$ cat config.mk
export PLATFORM = sky130hd
export DESIGN_NAME = uart_tx_drain_flat
export DESIGN_NICKNAME = d
export VERILOG_FILES = /design/src/rtl/uart_tx_drain_pkg.sv /design/src/rtl/uart_tx_drain_if.sv /design/src/rtl/uart_tx_baud_cnt.sv /design/src/rtl/uart_tx_drain.sv /design/src/flat_wrapper.sv
export SDC_FILE = /design/constraint.sdc
export NUM_CORES = 1
export LEC_CHECK = 0
export ABC_AREA = 1
export ABC_CLOCK_PERIOD_IN_PS = 1650
export CAP_MARGIN = 20
export CORE_MARGIN = 3
export CORE_UTILIZATION = 48
export DETAILED_ROUTE_END_ITERATION = 16
export PLACE_DENSITY = 0.79
export SYNTH_ARGS = -nofsm -noshare
export SYNTH_HDL_FRONTEND = slang
export SYNTH_SLANG_ARGS = --single-unit
$ cat constraint.sdc
create_clock -name Clk -period 1.65 [get_ports Clk]
set_input_delay 0.495 -clock Clk [delete_from_list [all_inputs] [get_ports Clk]]
set_output_delay 0.495 -clock Clk [all_outputs]
set_load 0.02 [all_outputs]
$ cat src/rtl/uart_tx_drain_pkg.sv
// uart_tx_pkg: shared state encoding, FIFO flag indices and counter sizing (PARITY state only with UART_TX_PARITY_EN)
package uart_tx_pkg;
  typedef enum logic [2:0] {
    ST_IDLE,
    ST_FETCH,
    ST_LOAD,
    ST_START,
    ST_DATA,
`ifdef UART_TX_PARITY_EN
    ST_PARITY,
`endif
    ST_STOP
  } state_t;
  localparam int EMPTY  = 0;
  localparam int FULL   = 1;
  localparam int AFULL  = 2;
  localparam int AEMPTY = 3;
  // One width serves both the baud counter and the bit counter
  function automatic int cnt_width(input int cpb, input int dw);
    int m;
    m = (cpb > dw) ? cpb : dw;
    return (m < 2) ? 1 : $clog2(m);
  endfunction
endpackage

$ cat src/rtl/uart_tx_drain_if.sv
// uart_tx_drain_if: FIFO-side and line-side signals of the TX drain engine
interface uart_tx_drain_if #(parameter int DATA_WIDTH = 8);
  logic [3:0]            Fifo_Status;
  logic [DATA_WIDTH-1:0] Fifo_Data;
  logic                  Fifo_Read;
  logic                  Tx_Enable;
  logic                  TxD;
  logic                  Tx_Busy;
  logic                  Tx_Done;
  modport master (input Fifo_Status, Fifo_Data, Tx_Enable, output Fifo_Read, TxD, Tx_Busy, Tx_Done);
  modport slave (output Fifo_Status, Fifo_Data, Tx_Enable, input Fifo_Read, TxD, Tx_Busy, Tx_Done);
endinterface

$ cat src/rtl/uart_tx_baud_cnt.sv
// uart_tx_baud_cnt: per-bit cycle counter, wraps at CLKS_PER_BIT-1 and clears on request
module uart_tx_baud_cnt #(
  parameter int CLKS_PER_BIT = 16,
  parameter int W = 4
) (
  input  logic         clk,
  input  logic         rst,
  input  logic         clr,
  output logic [W-1:0] cnt,
  output logic         tick
);
  logic [W-1:0] cnt_q, cnt_d;
  always_comb begin
    tick = cnt_q == W'(CLKS_PER_BIT - 1);
    cnt_d = (clr || tick) ? '0 : cnt_q + W'(1);
  end
  always_ff @(posedge clk or posedge rst)
    if (rst) cnt_q <= '0;
    else cnt_q <= cnt_d;
  assign cnt = cnt_q;
endmodule

$ cat src/rtl/uart_tx_drain.sv
// uart_tx_drain: pops TX FIFO words and serialises them onto TxD; UART_TX_PARITY_EN adds an even parity bit
module uart_tx_drain
  import uart_tx_pkg::*;
#(
  parameter int DATA_WIDTH = 8,
  parameter int CLKS_PER_BIT = 16,
  parameter int STOP_BITS = 1
) (
  input logic Clk,
  input logic Reset,
  uart_tx_drain_if.master bus
);
  localparam int W = cnt_width(CLKS_PER_BIT, DATA_WIDTH);
  state_t state_q, state_d;
  logic [DATA_WIDTH-1:0] shift_q, shift_d;
  logic [W-1:0] bit_q, bit_d, cnt;
  logic tick, clr;
  logic txd_q, txd_d, rd_q, rd_d, busy_q, busy_d, done_q, done_d;
  logic unused_status;
`ifdef UART_TX_PARITY_EN
  logic par_q, par_d;
`endif
  assign unused_status = ^bus.Fifo_Status[3:1];
  uart_tx_baud_cnt #(.CLKS_PER_BIT(CLKS_PER_BIT), .W(W)) u_baud (
    .clk(Clk), .rst(Reset), .clr(clr), .cnt(cnt), .tick(tick)
  );
  always_comb begin
    state_d = state_q;
    shift_d = shift_q;
    bit_d = bit_q;
`ifdef UART_TX_PARITY_EN
    par_d = par_q;
`endif
    case (state_q)
      ST_IDLE: if (bus.Tx_Enable && !bus.Fifo_Status[EMPTY]) state_d = ST_FETCH;
      ST_FETCH: state_d = ST_LOAD;
      ST_LOAD: begin
        state_d = ST_START;
        shift_d = bus.Fifo_Data;
        bit_d = '0;
`ifdef UART_TX_PARITY_EN
        par_d = ^bus.Fifo_Data;
`endif
      end
      ST_START: if (tick) state_d = ST_DATA;
      ST_DATA: if (tick) begin
        shift_d = shift_q >> 1;
        bit_d = bit_q + W'(1);
        if (bit_q == W'(DATA_WIDTH - 1)) begin
          bit_d = '0;
`ifdef UART_TX_PARITY_EN
          state_d = ST_PARITY;
`else
          state_d = ST_STOP;
`endif
        end
      end
`ifdef UART_TX_PARITY_EN
      ST_PARITY: if (tick) state_d = ST_STOP;
`endif
      ST_STOP: if (tick) begin
        bit_d = bit_q + W'(1);
        if (bit_q == W'(STOP_BITS - 1)) begin
          bit_d = '0;
          state_d = ST_IDLE;
        end
      end
      default: state_d = ST_IDLE;
    endcase
    clr = state_d != state_q;
    // Outputs are registered, so they are derived from the next state
    txd_d = (state_d == ST_START) ? 1'b0 : (state_d == ST_DATA) ? shift_d[0] : 1'b1;
`ifdef UART_TX_PARITY_EN
    if (state_d == ST_PARITY) txd_d = par_d;
`endif
    rd_d = state_d == ST_FETCH;
    busy_d = state_d != ST_IDLE;
    done_d = state_q == ST_STOP && state_d == ST_STOP && bit_d == W'(STOP_BITS - 1) && cnt == W'(CLKS_PER_BIT - 2);
  end
  always_ff @(posedge Clk or posedge Reset)
    if (Reset) begin
      state_q <= ST_IDLE;
      shift_q <= '0;
      bit_q <= '0;
      txd_q <= 1'b1;
      rd_q <= 1'b0;
      busy_q <= 1'b0;
      done_q <= 1'b0;
`ifdef UART_TX_PARITY_EN
      par_q <= 1'b0;
`endif
    end else begin
      state_q <= state_d;
      shift_q <= shift_d;
      bit_q <= bit_d;
      txd_q <= txd_d;
      rd_q <= rd_d;
      busy_q <= busy_d;
      done_q <= done_d;
`ifdef UART_TX_PARITY_EN
      par_q <= par_d;
`endif
    end
  assign bus.TxD = txd_q;
  assign bus.Fifo_Read = rd_q;
  assign bus.Tx_Busy = busy_q;
  assign bus.Tx_Done = done_q;
endmodule

$ cat src/flat_wrapper.sv
// flat-port wrapper written by rule: the top's interface ports become plain ports
module uart_tx_drain_flat import uart_tx_pkg::*;
#(
  parameter int DATA_WIDTH = 8,
  parameter int CLKS_PER_BIT = 16,
  parameter int STOP_BITS = 1
)
  (Clk, Reset, bus_Fifo_Status, bus_Fifo_Data, bus_Tx_Enable, bus_Fifo_Read, bus_TxD, bus_Tx_Busy, bus_Tx_Done);
  uart_tx_drain_if #(.DATA_WIDTH(DATA_WIDTH)) bus_i ();
  input logic Clk;
  input logic Reset;
  input wire logic [$bits(bus_i.Fifo_Status)-1:0] bus_Fifo_Status;
  input wire logic [$bits(bus_i.Fifo_Data)-1:0] bus_Fifo_Data;
  input wire logic [$bits(bus_i.Tx_Enable)-1:0] bus_Tx_Enable;
  output wire logic [$bits(bus_i.Fifo_Read)-1:0] bus_Fifo_Read;
  output wire logic [$bits(bus_i.TxD)-1:0] bus_TxD;
  output wire logic [$bits(bus_i.Tx_Busy)-1:0] bus_Tx_Busy;
  output wire logic [$bits(bus_i.Tx_Done)-1:0] bus_Tx_Done;
  assign bus_i.Fifo_Status = bus_Fifo_Status;
  assign bus_i.Fifo_Data = bus_Fifo_Data;
  assign bus_i.Tx_Enable = bus_Tx_Enable;
  assign bus_Fifo_Read = bus_i.Fifo_Read;
  assign bus_TxD = bus_i.TxD;
  assign bus_Tx_Busy = bus_i.Tx_Busy;
  assign bus_Tx_Done = bus_i.Tx_Done;
  uart_tx_drain #(.DATA_WIDTH(DATA_WIDTH), .CLKS_PER_BIT(CLKS_PER_BIT), .STOP_BITS(STOP_BITS)) u_core (.Clk(Clk), .Reset(Reset), .bus(bus_i));
endmodule
# [After elaboration in Yosys (flattened, before gate mapping)]
# Index checks and enable logic that the tools add are counted.
[op_classes] addsub=2 n_eq_ne=14 muxes=17 n_reduce_logical=12
[ops] operator="4-bit 2-to-1 mux" n=5
[ops] operator="3-bit 2-to-1 mux" n=6
[ops] operator="3-bit one-hot mux with 6 select lines" n=1
[ops] operator="8-bit one-hot mux with 2 select lines" n=1
[ops] operator="3-bit equality test (second input constant)" n=4
[ops] operator="4-bit one-hot mux with 3 select lines" n=1
[ops] operator="3-bit by 2-bit equality test with 1-bit output (second input constant)" n=3
[ops] operator="4-bit by 1-bit adder with 4-bit output (second input constant)" n=2
[ops] operator="4-bit equality test (second input constant)" n=2
[ops] operator="4-bit logical NOT" n=2
[ops] operator="8-bit 2-to-1 mux" n=1
[ops] operator="3-bit by 1-bit equality test with 1-bit output (second input constant)" n=2
[ops] operator="4-bit by 3-bit equality test with 1-bit output (second input constant)" n=1
[ops] operator="1-bit logical AND" n=4
[ops] operator="3-bit logical NOT" n=1
[ops] operator="3-bit inequality test" n=1
[ops] operator="3-bit nonzero test" n=1
[ops] operator="1-bit 2-to-1 mux" n=2
[ops] operator="2-bit by 1-bit inequality test with 1-bit output (second input constant)" n=1
[ops] operator="2-bit AND reduction" n=1
[ops] operator="2-bit nonzero test" n=1
[ops] operator="1-bit logical NOT" n=1
[ops] operator="1-bit logical OR" n=1
[totals] ff_bits=23 in_bits=15 output_inout_bits=4 elab_cells=54

# [Depth between registers and ports, before layout]
# Gate-level depths: netlist (run 1).
[logic_depth] depth_word=8 mapped_depth=10 mapped_depth_nobuf=10

# [By module]
# A second synthesis (run 1) with hierarchy kept.
[unflattened] hier_cells=180 hier_area_um2=1341.3
[by_module_without_submodules] mod="uart_tx_drain" instances=1 cells_per_inst=160 area_each_um2=1144.8 seq_area_each_um2=476.7
[by_module_without_submodules] mod="uart_tx_baud_cnt" instances=1 cells_per_inst=20 area_each_um2=196.4 seq_area_each_um2=100.1

# [Least setup slack after synthesis (run 1)]
# Ideal clock, no wire load.
[synth_timing] path_kind="register to register" startpoint="reg u_core.u_baud.cnt_q[0] (netlist: u_core.u_baud.cnt[0])" endpoint="reg u_core.u_baud.cnt_q[0] (netlist: u_core.u_baud.cnt[0])" setup_ps=72 t_arrival_ps=1482 required_time_ps=1578 slack_ps=96 stages_incl_launch_ff=11 n_path_buf=0 period_less_slack_ps=1554 cell_sequence="dfrtp_1 > ha_1 > nand3_2 > clkinv_1 > nand3_1 > nand2_1 > nor2_4 > inv_2 > nand2_2 > nand3_2 > nor2_1"
[synth_between] elab_chain_len=6
[synth_lines] item="start: declaration" line="uart_tx_baud_cnt.sv:12" rtl="logic [W-1:0] cnt_q, cnt_d;"
[synth_lines] item="start signal: assignment" line="uart_tx_baud_cnt.sv:19" rtl="else cnt_q <= cnt_d;"
[synth_lines] item="4-bit equality test (*)" line="uart_tx_baud_cnt.sv:14" rtl="tick = cnt_q == W'(CLKS_PER_BIT - 1);"
[synth_lines] item="3-bit 2-to-1 mux, on equally long branches" line="uart_tx_drain.sv:61, uart_tx_drain.sv:45, uart_tx_drain.sv:46"
[synth_lines] item="3-bit one-hot mux with 6 select lines (*)" line="uart_tx_drain.sv:34" rtl="case (state_q)"
[synth_lines] item="via u_core.state_d[0]" line="uart_tx_drain.sv:14" rtl="state_t state_q, state_d;"
[synth_lines] item="3-bit inequality test (*)" line="uart_tx_drain.sv:70" rtl="clr = state_d != state_q;"
[synth_lines] item="1-bit logical OR (*)" line="uart_tx_baud_cnt.sv:15" rtl="cnt_d = (clr || tick) ? '0 : cnt_q + W'(1);"
[synth_lines] item="4-bit 2-to-1 mux (*)" line="uart_tx_baud_cnt.sv:15"
[synth_lines] item="via u_core.u_baud.cnt_d[0]" line="uart_tx_baud_cnt.sv:12"
# The timed path passes the listed nets; every way through them passes the cells marked *.
# A chain may end at the register's enable or synchronous reset.

# [Worst setup path in the final report (run 1)]
[layout_timing] startpoint="reg u_core.u_baud.cnt_q[1] (netlist: u_core.u_baud.cnt[1])" endpoint="reg u_core.u_baud.cnt_q[3] (netlist: u_core.u_baud.cnt[3])"
# Same word-level chain as after synthesis.

==> results of run 1 <==
## sequential cells by signal (all words and copies together) (netlist names)
| register | cells |
|---|---|
| u_core.shift_q | 8 |
| u_core.bus.Tx_Done | 1 |
| u_core.bus.Tx_Busy | 1 |
| u_core.bit_q | 4 |
| u_core.bus.TxD | 1 |
| u_core.u_baud.cnt | 4 |
| u_core.bus.Fifo_Read | 1 |
| u_core.state_q | 3 |
## worst max-delay path, stage by stage, from the launching register on
cell     delay [ns]
dfrtp_1        0.38
ha_2           0.20
nand3_2        0.10
buf_6          0.16
o21ai_4        0.13
nand2_2        0.08
nor2_4         0.18
inv_2          0.06
nand2_2        0.07
nand3_4        0.11
nor2_1         0.12
## cell usage after synthesis (2+ instances only)
cell / instances
nand2_1: 46
o21ai_0: 3
inv_1: 21
inv_2: 2
a22oi_1: 6
dfrtp_1: 22
nor3_1: 2
nand3_1: 22
nor2_1: 21
nor2_2: 2
nand3_2: 2
ha_1: 4
## layout make-up
type,instances,share of cell area (%)
multi-input combinational,119,40.0
tap,30,2.33
timing repair buffer,27,14.6
sequential,23,35.8
inverter,24,5.60
clock buffer,4,1.63
## power groups by stage
stage          registers, mW  clock network (mW)  logic (mW)
2_1_floorplan          0.590                   0      0.0184
3_3_place_gp           0.590                   0      0.0537
3_5_place_dp           0.590                   0      0.0555
4_1_cts                0.580               0.266      0.0546
5_1_grt                0.581               0.292      0.0614
6_report               0.580               0.264      0.0556
## what timing repair did
action,in CTS,in global routing
setup buffers,1,4
gates resized for setup,8,14
endpoints found under the setup margin,9,11
pin swaps,2,4
gates cloned,0,0
## how the worst min path moves through the flow
stage / end / from / depth (start not counted)
3_5_place_dp: u_core.shift_q[3]$_DFFE_PP0P_ / u_core.shift_q[3]$_DFFE_PP0P_ / 2
6_report: u_core.shift_q[6]$_DFFE_PP0P_ / Reset / 3
5_1_grt: u_core.u_baud.cnt[1]$_DFF_PP0_ / Reset / 3
4_1_cts: u_core.u_baud.cnt[0]$_DFF_PP0_ / Reset / 3
3_3_place_gp: u_core.shift_q[2]$_DFFE_PP0P_ / u_core.shift_q[2]$_DFFE_PP0P_ / 2
2_1_floorplan: u_core.shift_q[1]$_DFFE_PP0P_ / u_core.shift_q[1]$_DFFE_PP0P_ / 2
## per-stage QoR
stage	std cells	instance area, um^2	worst slack (ns)
2_1_floorplan	167	1280	0.0959
3_3_place_gp	218	1510	-0.124
3_5_place_dp	218	1510	-0.156
4_1_cts	223	1540	0.00237
5_1_grt	227	1610	-0.103
6_report	227	1610	0.00917
## metal layers
metal / vias up / global-route usage, % / share of wire [%]
met5: - / 0 / 0
met4: 0 / 11.3 / 3.3
met3: 9 / 3.39 / 6.7
met2: 67 / 35.0 / 50
met1: 572 / 21.5 / 40
li1: 595 / - / -
## logic make-up after synthesis
kind of cell,synth area share [%]
and+or+nand+nor,33.5
DFF,45.2
AOI/OAI and AO/OA,8.04
buffers and inverters,7.94
xor gates and xnor gates,1.37
adders and majority gates,3.92
==> results_tabular.tex, run 1 <==
\begin{tabular}{lr}
\hline
Metric & Value \\
\hline
\multicolumn{2}{l}{\textbf{Synth}} \\
\quad Sequential share of the synthesized area & between 40\% and 50\% \\
\quad Fraction of registers with async set/reset & 100\% \\
\quad Post-synthesis cell type count & 26 \\
\quad Cells taking the most area after synthesis & dfrtp\_1 43\%, nand2\_1 14\%, nand3\_1 8.6\%, inv\_1 6.2\%, nor2\_1 6.2\% \\
\quad Post-synthesis instance area & roughly 1300 um\^{}2 \\
\quad Dominant register cell in the synthesized netlist & dfrtp\_1 \\
\quad Post-Syn Instances & 167 \\
\quad Library cell occupying the most area in the post-synthesis netlist & dfrtp\_1 \\
\quad Post-synth top area share & 43.1\% \\
\quad Post-synth net total & 186 \\
\quad Per-instance average area after synthesis & $\sim$7.6 um\^{}2 \\
\quad Number of warning messages in the yosys log & 0 \\
\quad Count of flip-flops with a built-in enable after synthesis & 0 \\
\quad Flip-flop and latch count after synthesis & 23 \\
\multicolumn{2}{l}{\textbf{GRT}} \\
\quad Wire length of the first global-routing pass & 4990 um \\
\quad Overall Global Routing Usage & 19.6\% \\
\quad Number of global-route vias before repair & 1,187 \\
\quad Maximum number of pins on one net before global-route repair & 24 \\
\quad Final global-route overflow total & 0 \\
\quad Initial antenna violation count & 0 \\
\multicolumn{2}{l}{\textbf{Floorplanning}} \\
\quad Placeable Area & 2500 um\^{}2 \\
\quad Starting utilization of the core area & around half \\
\quad Site Rows & 18 \\
\quad Die extent in x & 57.6 um \\
\quad Full die area & 3310 um\^{}2 \\
\quad I/O pin total & 19 \\
\quad Die Height & 57.6 um \\
\multicolumn{2}{l}{\textbf{Power}} \\
\quad Switching power total & 198 uW \\
\quad Comb power frac & 6.2\% \\
\quad Pwr/cell area & about 560 nW/um\^{}2 \\
\quad Maximum vdd drop & 685 uV \\
\quad Cell internal pwr & 702 uW \\
\quad Relative contribution of the clock network to total power & 29.4\% \\
\quad Flop pwr share & 64.5\% \\
\quad Pwr Total & 900 uW \\
\quad Sw Ratio & 22.0\% \\
\quad Leakage Power & 0.840 nW \\
\multicolumn{2}{l}{\textbf{Routing}} \\
\quad Vias per cell & between 5 and 6 \\
\quad Number of vias after detailed routing & 1,243 \\
\quad Detailed-route DRC error count & 0 \\
\quad Number of antenna-violating nets in the routed design & 0 \\
\quad Routed WL & between 3000 and 4000 um \\
\quad Starting DRC count in detailed routing & 53 \\
\quad Post-detailed-route wirelength per cell & 13.6 um \\
\quad Pre-Repair DR Iteration Count & 4 \\
\multicolumn{2}{l}{\textbf{Cells and area}} \\
\quad Area growth, synth to finish & 26.1\% \\
\quad Final-stage net count & 217 \\
\quad Fill cell instance count of the final layout & 212 \\
\quad Final Core Density & 64.4\% \\
\quad Most common cell after layout, fill and taps aside & nand2\_1 \\
\quad Area of the multi-input gates & 643 um\^{}2 \\
\quad Most frequent cells in the layout & 44 x nand2\_1, 22 x dfrtp\_1, 21 x nand3\_1 \\
\quad Share of final-layout standard cells stronger than drive strength 1 & about a fifth \\
\quad Antenna Diode Count & 0 \\
\quad Reg area & 577 um\^{}2 \\
\multicolumn{2}{l}{\textbf{Critical path}} \\
\quad Category of the worst setup path launch point & flip-flop \\
\quad Count of cells along the worst register-to-register path & 10 \\
\quad Worst R2R End & u\_core.u\_baud.cnt[3]\$\_DFF\_PP0\_ \\
\quad CP Max Fanout & 9 \\
\quad Capturing element type of the critical path & flip-flop \\
\quad WP data required & 1.91 ns \\
\quad Signal arrival time at the worst endpoint & 1.90 ns \\
\quad Endpoint of the most critical setup path & u\_core.u\_baud.cnt[3]\$\_DFF\_PP0\_ \\
\quad Startpoint of the most critical register-to-register path & u\_core.u\_baud.cnt[1]\$\_DFF\_PP0\_ \\
\quad R2r setup slk & 0.009 ns \\
\quad CP Launch Point & u\_core.u\_baud.cnt[1]\$\_DFF\_PP0\_ \\
\quad Worst Path Class, Setup & reg2reg \\
\multicolumn{2}{l}{\textbf{Hold path}} \\
\quad Kind of path behind the tightest hold check & in2async \\
\multicolumn{2}{l}{\textbf{STA}} \\
\quad Final Skew & between 0.007 and 0.008 ns \\
\quad Count of endpoints failing setup in the final report & 0 \\
\quad Count of endpoints failing hold in the final timing report & 0 \\
\quad Worst slew margin & 75.6\% \\
\quad Post-route minimum period & 1.64 ns \\
\quad Final-report max-slew violation count & 0 \\
\quad Max Clk Rate & 609 MHz \\
\quad Worst hold slack across all endpoints & 0.491 ns \\
\quad Final cycle utilization of the critical path & 99.4\% \\
\quad Actual slew at the worst max-slew pin & 0.363 ns \\
\quad Setup repair after global routing missed its margin & true \\
\quad Setup\_tns & 0 ns \\
\multicolumn{2}{l}{\textbf{Placed design}} \\
\quad Quantity of I/O buffers inserted on ports & 15 \\
\quad Total half-perimeter wirelength after legalization and detailed placement & 2110 um \\
\quad Routability congestion estimate from global placement & slightly above 0.9 \\
\multicolumn{2}{l}{\textbf{Clock tree}} \\
\quad Clock tree sinks & 23 \\
\quad Number of buffers added to fix hold violations after cts & 0 \\
\quad CTS max path bufs & 2 \\
\quad Inserted Clock Buffers & 3 \\
\quad Clock root buffer & clkbuf\_4 \\
\quad Clock tree from TritonCTS & done \\
\quad Clock latency on the worst-skew pair & 0.32 ns \\
\quad Clock transition at path regs & 0.13 ns \\
\quad Htree depth & 1 \\
\multicolumn{2}{l}{\textbf{Status}} \\
\quad Outcome & completed \\
\multicolumn{2}{l}{\textbf{Job}} \\
\quad Total of max-cap violations & 0 \\
\hline
\end{tabular}
No activity file was read; power rests on OpenSTA's default activity.
==> run 2, diff against run 1 <==
--- a/config.mk
+++ b/config.mk
@@ -5,13 +5,12 @@
 export SDC_FILE = /design/constraint.sdc
 export NUM_CORES = 1
 export LEC_CHECK = 0
-export ABC_AREA = 1
 export ABC_CLOCK_PERIOD_IN_PS = 1650
 export CAP_MARGIN = 20
 export CORE_MARGIN = 3
-export CORE_UTILIZATION = 48
+export CORE_UTILIZATION = 47
 export DETAILED_ROUTE_END_ITERATION = 16
-export PLACE_DENSITY = 0.79
+export PLACE_DENSITY = 0.78
 export SYNTH_ARGS = -nofsm -noshare
 export SYNTH_HDL_FRONTEND = slang
 export SYNTH_SLANG_ARGS = --single-unit
==> run 2 against run 1 <==
Effect of this change: register-to-register slack worse by 0.24 ns; worst setup slack worse by 0.24 ns; flip-flop and latch count unchanged; highest routed layer unchanged; area after synthesis down 8.1%; critical path depth down 3; clock skew down 0.0070 ns; largest power group is now combinational cells; final cell count down 14%; synthesized cell count down 33%; core utilization up 12 points; the flow now finishes with violations (negative setup slack); sequential power up 62%.
==> results_tabular.tex, run 2 <==
\begin{tabular}{lr}
\hline
Metric & Value \\
\hline
\multicolumn{2}{l}{\textbf{Status}} \\
\quad Outcome & finished with violations \\
\quad Failing checks & negative setup slack \\
\multicolumn{2}{l}{\textbf{Floorplanning}} \\
\quad Site Rows & 17 \\
\quad Placeable Area & about 2300 um\^{}2 \\
\quad Starting utilization of the core area & 51.0\% \\
\quad Die extent in x & 55.9 um \\
\quad Full die area & 3130 um\^{}2 \\
\quad I/O pin total & 19 \\
\quad Die Height & 55.9 um \\
\multicolumn{2}{l}{\textbf{STA}} \\
\quad Worst hold slack across all endpoints & 0.501 ns \\
\quad Count of endpoints failing hold in the final timing report & 0 \\
\quad Worst slew margin & 74.7\% \\
\quad Final cycle utilization of the critical path & 114\% \\
\quad Final Skew & 0.000894 ns \\
\quad Final worst setup slack & -0.229 ns \\
\quad Max Clk Rate & 532 MHz \\
\quad Count of endpoints failing setup in the final report & 18 \\
\quad Final-report max-slew violation count & 0 \\
\quad Setup repair after global routing missed its margin & true \\
\quad Post-route minimum period & 1.88 ns \\
\quad Actual slew at the worst max-slew pin & 0.380 ns \\
\multicolumn{2}{l}{\textbf{GRT}} \\
\quad Met1 Track Usage GR & between 20\% and 30\% \\
\quad Initial antenna violation count & 0 \\
\quad Met3 demand-to-capacity share in global routing & 2.78\% \\
\quad Wire length of the first global-routing pass & 4310 um \\
\quad Final global-route overflow total & 0 \\
\quad Most crowded layer after global routing & met2 \\
\quad Maximum number of pins on one net before global-route repair & 24 \\
\quad Number of global-route vias before repair & slightly below 1,000 \\
\quad Overall Global Routing Usage & roughly 17\% \\
\quad Met2 routing resource usage after global routing & between 30\% and 40\% \\
\multicolumn{2}{l}{\textbf{Synth}} \\
\quad Sequential share of the synthesized area & 49.2\% \\
\quad Library cell occupying the most area in the post-synthesis netlist & dfrtp\_1 \\
\quad Count of flip-flops with a built-in enable after synthesis & 0 \\
\quad Flip-flop and latch count after synthesis & 23 \\
\quad Post-synth net total & 131 \\
\quad Post-synth top area share & 47.0\% \\
\quad Most instantiated library cell after synthesis & dfrtp\_1 \\
\quad Number of warning messages in the yosys log & 0 \\
\quad Top cells by count, synth & 22 x dfrtp\_1, 15 x nand2\_1, 8 x nor2\_1 \\
\quad Post-synthesis cell type count & 37 \\
\quad Per-instance average area after synthesis & around 10 um\^{}2 \\
\quad Fraction of registers with async set/reset & 100\% \\
\quad Dominant register cell in the synthesized netlist & dfrtp\_1 \\
\quad Post-synthesis instance area & 1170 um\^{}2 \\
\quad Cells taking the most area after synthesis & dfrtp\_1 47\%, nand2\_1 4.8\%, ha\_1 4.3\%, a22oi\_1 3.8\%, nor2\_1 2.6\% \\
\quad Post-Syn Instances & approximately 110 \\
\multicolumn{2}{l}{\textbf{Critical path}} \\
\quad CP Max Fanout & 4 \\
\quad Worst Path Class, Setup & reg2reg \\
\quad R2r setup slk & -0.23 ns \\
\quad Signal arrival time at the worst endpoint & 2.08 ns \\
\quad Category of the worst setup path launch point & flip-flop \\
\quad Count of cells along the worst register-to-register path & 7 \\
\quad CP Launch Point & u\_core.u\_baud.cnt[0]\$\_DFF\_PP0\_ \\
\quad Startpoint of the most critical register-to-register path & u\_core.u\_baud.cnt[0]\$\_DFF\_PP0\_ \\
\quad Worst R2R End & u\_core.bus.Tx\_Busy\$\_DFF\_PP0\_ \\
\quad Endpoint of the most critical setup path & u\_core.bus.Tx\_Busy\$\_DFF\_PP0\_ \\
\quad WP data required & around 1.9 ns \\
\quad Capturing element type of the critical path & flip-flop \\
\multicolumn{2}{l}{\textbf{Power}} \\
\quad Maximum vdd drop & 1260 uV \\
\quad Pwr/cell area & $\sim$1400 nW/um\^{}2 \\
\quad Leakage Power & 0.825 nW \\
\multicolumn{2}{l}{\textbf{Placed design}} \\
\quad Placed instance count & 178 \\
\quad Routability congestion estimate from global placement & roughly 0.8 \\
\quad Total half-perimeter wirelength after legalization and detailed placement & $\sim$1900 um \\
\quad Quantity of I/O buffers inserted on ports & 15 \\
\multicolumn{2}{l}{\textbf{Cells and area}} \\
\quad Area of the multi-input gates & 623 um\^{}2 \\
\quad Antenna Diode Count & 0 \\
\quad Share of final-layout standard cells stronger than drive strength 1 & between 30\% and 40\% \\
\quad Number of flip-flops under the largest register name & 8 \\
\quad Reg area & 578 um\^{}2 \\
\quad Final standard cell count with taps included and fillers excluded & 196 \\
\quad Largest register by flop count & u\_core.shift\_q \\
\quad Area growth, synth to finish & 49.0\% \\
\quad Most common cell after layout, fill and taps aside & buf\_4 \\
\quad Most frequent cells in the layout & 35 x buf\_4, 21 x dfrtp\_1, 14 x nand2\_1 \\
\quad Final-stage net count & 188 \\
\quad Fill cell instance count of the final layout & about 160 \\
\multicolumn{2}{l}{\textbf{Job}} \\
\quad Total of max-cap violations & 0 \\
\multicolumn{2}{l}{\textbf{Clock tree}} \\
\quad Clock tree from TritonCTS & done \\
\quad Clock root buffer & clkbuf\_4 \\
\quad Number of buffers added to fix hold violations after cts & 0 \\
\quad Clock latency on the worst-skew pair & 0.30 ns \\
\quad Clock transition at path regs & approximately 0.13 ns \\
\quad Htree depth & 1 \\
\quad Inserted Clock Buffers & 3 \\
\quad CTS max path bufs & 2 \\
\quad Clock tree sinks & 23 \\
\multicolumn{2}{l}{\textbf{Hold path}} \\
\quad Kind of path behind the tightest hold check & reg2reg \\
\multicolumn{2}{l}{\textbf{Routing}} \\
\quad Detailed-route DRC error count & 0 \\
\quad Routed WL & 3020 um \\
\quad Starting DRC count in detailed routing & 29 \\
\quad Post-detailed-route wirelength per cell & around 15 um \\
\quad Pre-Repair DR Iteration Count & 4 \\
\quad Vias per cell & 5.34 \\
\quad Number of antenna-violating nets in the routed design & 0 \\
\quad Number of vias after detailed routing & about 1,000 \\
\hline
\end{tabular}
run 2: cell count changes after synthesis, moves of 3 or more:
cell and change:
nand2_1 -31, nand3_1 -19, inv_1 -16, nor2_1 -13, nand2b_1 +3, nor2b_1 +3
o211ai_1 +3
run 2: kinds of logic after synthesis:
| logic type | after synthesis | share of synthesized area [%] |
|---|---|---|
| and+or+nand+nor | 46 | 20.6 |
| AOI/OAI and AO/OA | 25 | 18.4 |
| DFF | 23 | 49.2 |
| buffers and inverters | 9 | 3.63 |
| adders and majority gates | 4 | 4.27 |
| xor gates and xnor gates | 3 | 2.24 |
| muxes | 2 | 1.71 |
run 2: final cells by class:
class / count / share of cell area [%]
clock buffer: 3 / 1.29
tap: 28 / 2.01
timing repair buffer: 55 / 26.4
clock inverter: 1 / 0.287
inverter: 6 / 1.29
multi-input combinational: 80 / 35.7
sequential: 23 / 33.1
run 2: worst min-delay path by stage:
stage | startpoint | end | cells after the start
final | u_core.shift_q[5]$_DFFE_PP0P_ | u_core.shift_q[5]$_DFFE_PP0P_ | 2
after global routing | u_core.shift_q[6]$_DFFE_PP0P_ | u_core.shift_q[6]$_DFFE_PP0P_ | 2
after CTS | u_core.shift_q[0]$_DFF_PP0_ | u_core.shift_q[0]$_DFF_PP0_ | 2
after detailed placement | u_core.shift_q[2]$_DFFE_PP0P_ | u_core.shift_q[2]$_DFFE_PP0P_ | 2
after global placement | u_core.shift_q[0]$_DFF_PP0_ | u_core.shift_q[0]$_DFF_PP0_ | 2
after floorplan | u_core.shift_q[0]$_DFF_PP0_ | u_core.shift_q[0]$_DFF_PP0_ | 2
run 2: routing by layer:
layer	wire length, um	part of all wire [%]	vias to the layer above
met5	0	0	-
met4	17	0.56	0
met3	105	3.5	4
met2	1600	53	26
met1	1300	43	507
li1	-	-	510
run 2: worst max-delay path, cell delays in order (launching register included):
cell and delay, ns:
dfrtp_1 0.44, ha_4 0.18, buf_4 0.14, nand3_4 0.09, nor3_4 0.06, a2111oi_4 0.45
inv_2 0.06, or3_1 0.35
run 2: power breakdown:
group          switching (mW)  internal, mW  leakage [nW]
combinational           0.567         0.612         0.523
clock                   0.171        0.0904        0.0177
sequential              0.175         0.763         0.285
total                   0.914          1.47         0.825
run 2: per-stage QoR:
step | power, mW | utilization, % | setup WS [ns] | TNS, ns | cell area, um^2
after floorplan | 1.42 | - | -0.172 | -0.392 | 1190
after global placement | 1.77 | 67.3 | -0.454 | -2.14 | 1550
after detailed placement | 1.84 | 67.3 | -0.497 | -2.57 | 1550
after CTS | 2.18 | 71.0 | -0.166 | -0.601 | 1630
after global routing | 2.55 | 76.0 | -0.317 | -3.60 | 1750
final | 2.38 | 76.0 | -0.229 | -2.07 | 1750
run 2: what timing repair did:
item	CTS	global route
pin swaps	7	10
buffers inserted	5	9
hold endpoints to repair	0	0
endpoints found under the setup margin	12	19
resized for setup	12	13
==> run 3, diff against run 2 <==
--- a/config.mk
+++ b/config.mk
@@ -5,12 +5,12 @@
 export SDC_FILE = /design/constraint.sdc
 export NUM_CORES = 1
 export LEC_CHECK = 0
-export ABC_CLOCK_PERIOD_IN_PS = 1650
+export ABC_CLOCK_PERIOD_IN_PS = 1900
 export CAP_MARGIN = 20
 export CORE_MARGIN = 3
-export CORE_UTILIZATION = 47
+export CORE_UTILIZATION = 52
 export DETAILED_ROUTE_END_ITERATION = 16
-export PLACE_DENSITY = 0.78
+export PLACE_DENSITY = 0.82
 export SYNTH_ARGS = -nofsm -noshare
 export SYNTH_HDL_FRONTEND = slang
 export SYNTH_SLANG_ARGS = --single-unit
==> constraint.sdc (replaced) <==
create_clock -name Clk -period 1.9 [get_ports Clk]
set_input_delay 0.57 -clock Clk [delete_from_list [all_inputs] [get_ports Clk]]
set_output_delay 0.57 -clock Clk [all_outputs]
set_load 0.02 [all_outputs]
==> run 3 against run 2 <==
Effect of this change: the run now ends clean; critical endpoint unchanged; worst setup slack gained 0.24 ns; hold slack worse by 0.0054 ns; power fell by 21%; via count shrank 7.6%; clock-buffer cell count did not move; sequential share of layout area increased by 4.3 points; largest cell class unchanged; core utilization decreased by 0.24 points; final cell count fell by 11%; wire length shrank 13%.
==> results_tabular.tex, run 3 (synthesized netlist as in run 2, its figures left out) <==
\begin{tabular}{lr}
\hline
Metric & Value \\
\hline
\multicolumn{2}{l}{\textbf{Placed design}} \\
\quad Total half-perimeter wirelength after legalization and detailed placement & 1900 um \\
\quad Area of placed instances & roughly 1400 um\^{}2 \\
\quad Quantity of I/O buffers inserted on ports & 15 \\
\quad Placed instance count & $\sim$170 \\
\quad Routability congestion estimate from global placement & 0.804 \\
\multicolumn{2}{l}{\textbf{Critical path}} \\
\quad Signal arrival time at the worst endpoint & 2.10 ns \\
\quad WP data required & 2.11 ns \\
\quad CP Max Fanout & 2 \\
\quad R2r setup slk & 0.01 ns \\
\quad Count of cells along the worst register-to-register path & 6 \\
\quad CP Launch Point & bus\_Fifo\_Status[0] \\
\quad Capturing element type of the critical path & flip-flop \\
\quad Category of the worst setup path launch point & input port \\
\quad Endpoint of the most critical setup path & u\_core.bus.Tx\_Busy\$\_DFF\_PP0\_ \\
\quad Startpoint of the most critical register-to-register path & u\_core.bit\_q[0]\$\_DFF\_PP0\_ \\
\quad Worst R2R End & u\_core.bus.Tx\_Busy\$\_DFF\_PP0\_ \\
\quad Worst Path Class, Setup & in2reg \\
\multicolumn{2}{l}{\textbf{Routing}} \\
\quad Post-detailed-route wirelength per cell & 14.9 um \\
\quad Routed WL & 2610 um \\
\quad Number of antenna-violating nets in the routed design & 0 \\
\quad Number of vias after detailed routing & 967 \\
\quad Starting DRC count in detailed routing & 24 \\
\quad Detailed-route DRC error count & 0 \\
\quad Vias per cell & 5.53 \\
\quad Pre-Repair DR Iteration Count & 4 \\
\multicolumn{2}{l}{\textbf{STA}} \\
\quad Final cycle utilization of the critical path & about 100\% \\
\quad Max Clk Rate & 529 MHz \\
\quad Actual slew at the worst max-slew pin & 0.315 ns \\
\quad Count of endpoints failing hold in the final timing report & 0 \\
\quad Setup repair after global routing missed its margin & true \\
\quad Post-route minimum period & $\sim$1.9 ns \\
\quad Final Skew & around 0.0023 ns \\
\quad Count of endpoints failing setup in the final report & 0 \\
\quad Worst slew margin & 78.9\% \\
\quad Worst hold slack across all endpoints & $\sim$0.5 ns \\
\quad Final-report max-slew violation count & 0 \\
\multicolumn{2}{l}{\textbf{Clock tree}} \\
\quad Clock transition at path regs & 0.13 ns \\
\quad Clock latency on the worst-skew pair & 0.32 ns \\
\quad Inserted Clock Buffers & 3 \\
\quad Clock root buffer & clkbuf\_4 \\
\quad Htree depth & 1 \\
\quad Clock tree sinks & 23 \\
\quad Clock tree from TritonCTS & done \\
\quad CTS max path bufs & 2 \\
\quad Number of buffers added to fix hold violations after cts & 0 \\
\multicolumn{2}{l}{\textbf{Cells and area}} \\
\quad Final cell area excluding filler cells & 1550 um\^{}2 \\
\quad Largest register by flop count & u\_core.shift\_q \\
\quad Number of flip-flops under the largest register name & 8 \\
\quad Final standard cell count with taps included and fillers excluded & 175 \\
\quad Antenna Diode Count & 0 \\
\quad Most frequent cells in the layout & 21 x dfrtp\_1, 19 x buf\_4, 15 x nand2\_1 \\
\quad Share of final-layout standard cells stronger than drive strength 1 & 26.4\% \\
\quad Final-stage net count & 168 \\
\quad Area growth, synth to finish & 32.0\% \\
\quad Most common cell after layout, fill and taps aside & dfrtp\_1 \\
\multicolumn{2}{l}{\textbf{Floorplanning}} \\
\quad I/O pin total & 19 \\
\quad Placeable Area & around 2000 um\^{}2 \\
\quad Die Height & 53.5 um \\
\quad Site Rows & 16 \\
\quad Full die area & 2860 um\^{}2 \\
\quad Die extent in x & 53.5 um \\
\quad Starting utilization of the core area & 57.4\% \\
\multicolumn{2}{l}{\textbf{GRT}} \\
\quad Final global-route overflow total & 0 \\
\quad Wire length of the first global-routing pass & about 4200 um \\
\quad Overall Global Routing Usage & around a fifth \\
\quad Number of global-route vias before repair & 963 \\
\quad Initial antenna violation count & 0 \\
\quad Maximum number of pins on one net before global-route repair & 24 \\
\multicolumn{2}{l}{\textbf{Status}} \\
\quad Outcome & completed \\
\multicolumn{2}{l}{\textbf{Power}} \\
\quad Sw Ratio & between 30\% and 40\% \\
\quad Switching power total & 697 uW \\
\quad Comb power frac & between 40\% and 50\% \\
\quad Flop pwr share & 41.1\% \\
\quad Relative contribution of the clock network to total power & between 10 and 15\% \\
\quad Pwr/cell area & 1210 nW/um\^{}2 \\
\quad Maximum vdd drop & $\sim$1100 uV \\
\quad Leakage Power & 0.712 nW \\
\quad Cell internal pwr & 1.17 mW \\
\multicolumn{2}{l}{\textbf{Hold path}} \\
\quad Kind of path behind the tightest hold check & reg2reg \\
\multicolumn{2}{l}{\textbf{Job}} \\
\quad Total of max-cap violations & 0 \\
\hline
\end{tabular}
[run 3: how the worst min path moves through the flow]
stage,start,endpoint,slack [ns],cells after the start
finish,u_core.shift_q[6]$_DFFE_PP0P_,u_core.shift_q[6]$_DFFE_PP0P_,0.50,2
CTS,u_core.shift_q[5]$_DFFE_PP0P_,u_core.shift_q[5]$_DFFE_PP0P_,0.50,2
global placement,u_core.shift_q[0]$_DFF_PP0_,u_core.shift_q[0]$_DFF_PP0_,0.46,2
detailed placement,u_core.shift_q[5]$_DFFE_PP0P_,u_core.shift_q[5]$_DFFE_PP0P_,0.47,2
floorplan,u_core.shift_q[0]$_DFF_PP0_,u_core.shift_q[0]$_DFF_PP0_,0.43,2
global route,u_core.shift_q[1]$_DFFE_PP0P_,u_core.shift_q[1]$_DFFE_PP0P_,0.53,2
[run 3: power by group through the flow]
stage	logic, mW	clock network, mW	registers (mW)
after global routing	0.963	0.256	0.791
after floorplan	0.450	0	0.771
after detailed placement	0.790	0	0.771
after global placement	0.730	0	0.762
after CTS	0.829	0.238	0.763
final	0.868	0.233	0.768
[run 3: what timing repair did]
action,CTS,global route
pin swaps,4,5
resized for setup,6,7
endpoints found under the setup margin,5,8
setup buffers,3,2
[run 3: final cells by class]
cell class / instances / area, um^2
multi-input combinational: 80 / 581
sequential: 23 / 578
fill: 141 / 494
timing repair buffer: 35 / 303
tap: 27 / 33.8
clock buffer: 3 / 22.5
inverter: 6 / 22.5
clock inverter: 1 / 7.51
[run 3: routing by layer]
layer,wire (um),vias up,track usage (%)
li1,-,467,-
met5,0,-,0
met4,23,0,5.96
met2,1380,21,33.5
met3,105,4,6.76
met1,1110,475,25.7
[run 3: metrics by stage]
| stage | setup TNS, ns | total power, mW | setup slack [ns] | util, % |
|---|---|---|---|---|
| finish | 0 | 1.87 | 0.0110 | 75.8 |
| global route | -0.0984 | 2.01 | -0.0584 | 75.8 |
| CTS | -0.0217 | 1.83 | -0.0217 | 74.0 |
| detailed placement | -1.34 | 1.56 | -0.339 | 71.0 |
| global placement | -1.08 | 1.49 | -0.253 | 71.0 |
| floorplan | 0 | 1.22 | 0.0749 | - |
[run 3: worst max-delay path: stages]
cell and delay [ns]:
clkdlybuf4s50_1 0.46, nor2_1 0.04, and3_4 0.16, a2111oi_4 0.33, buf_4 0.17, inv_2 0.03
or3_1 0.33
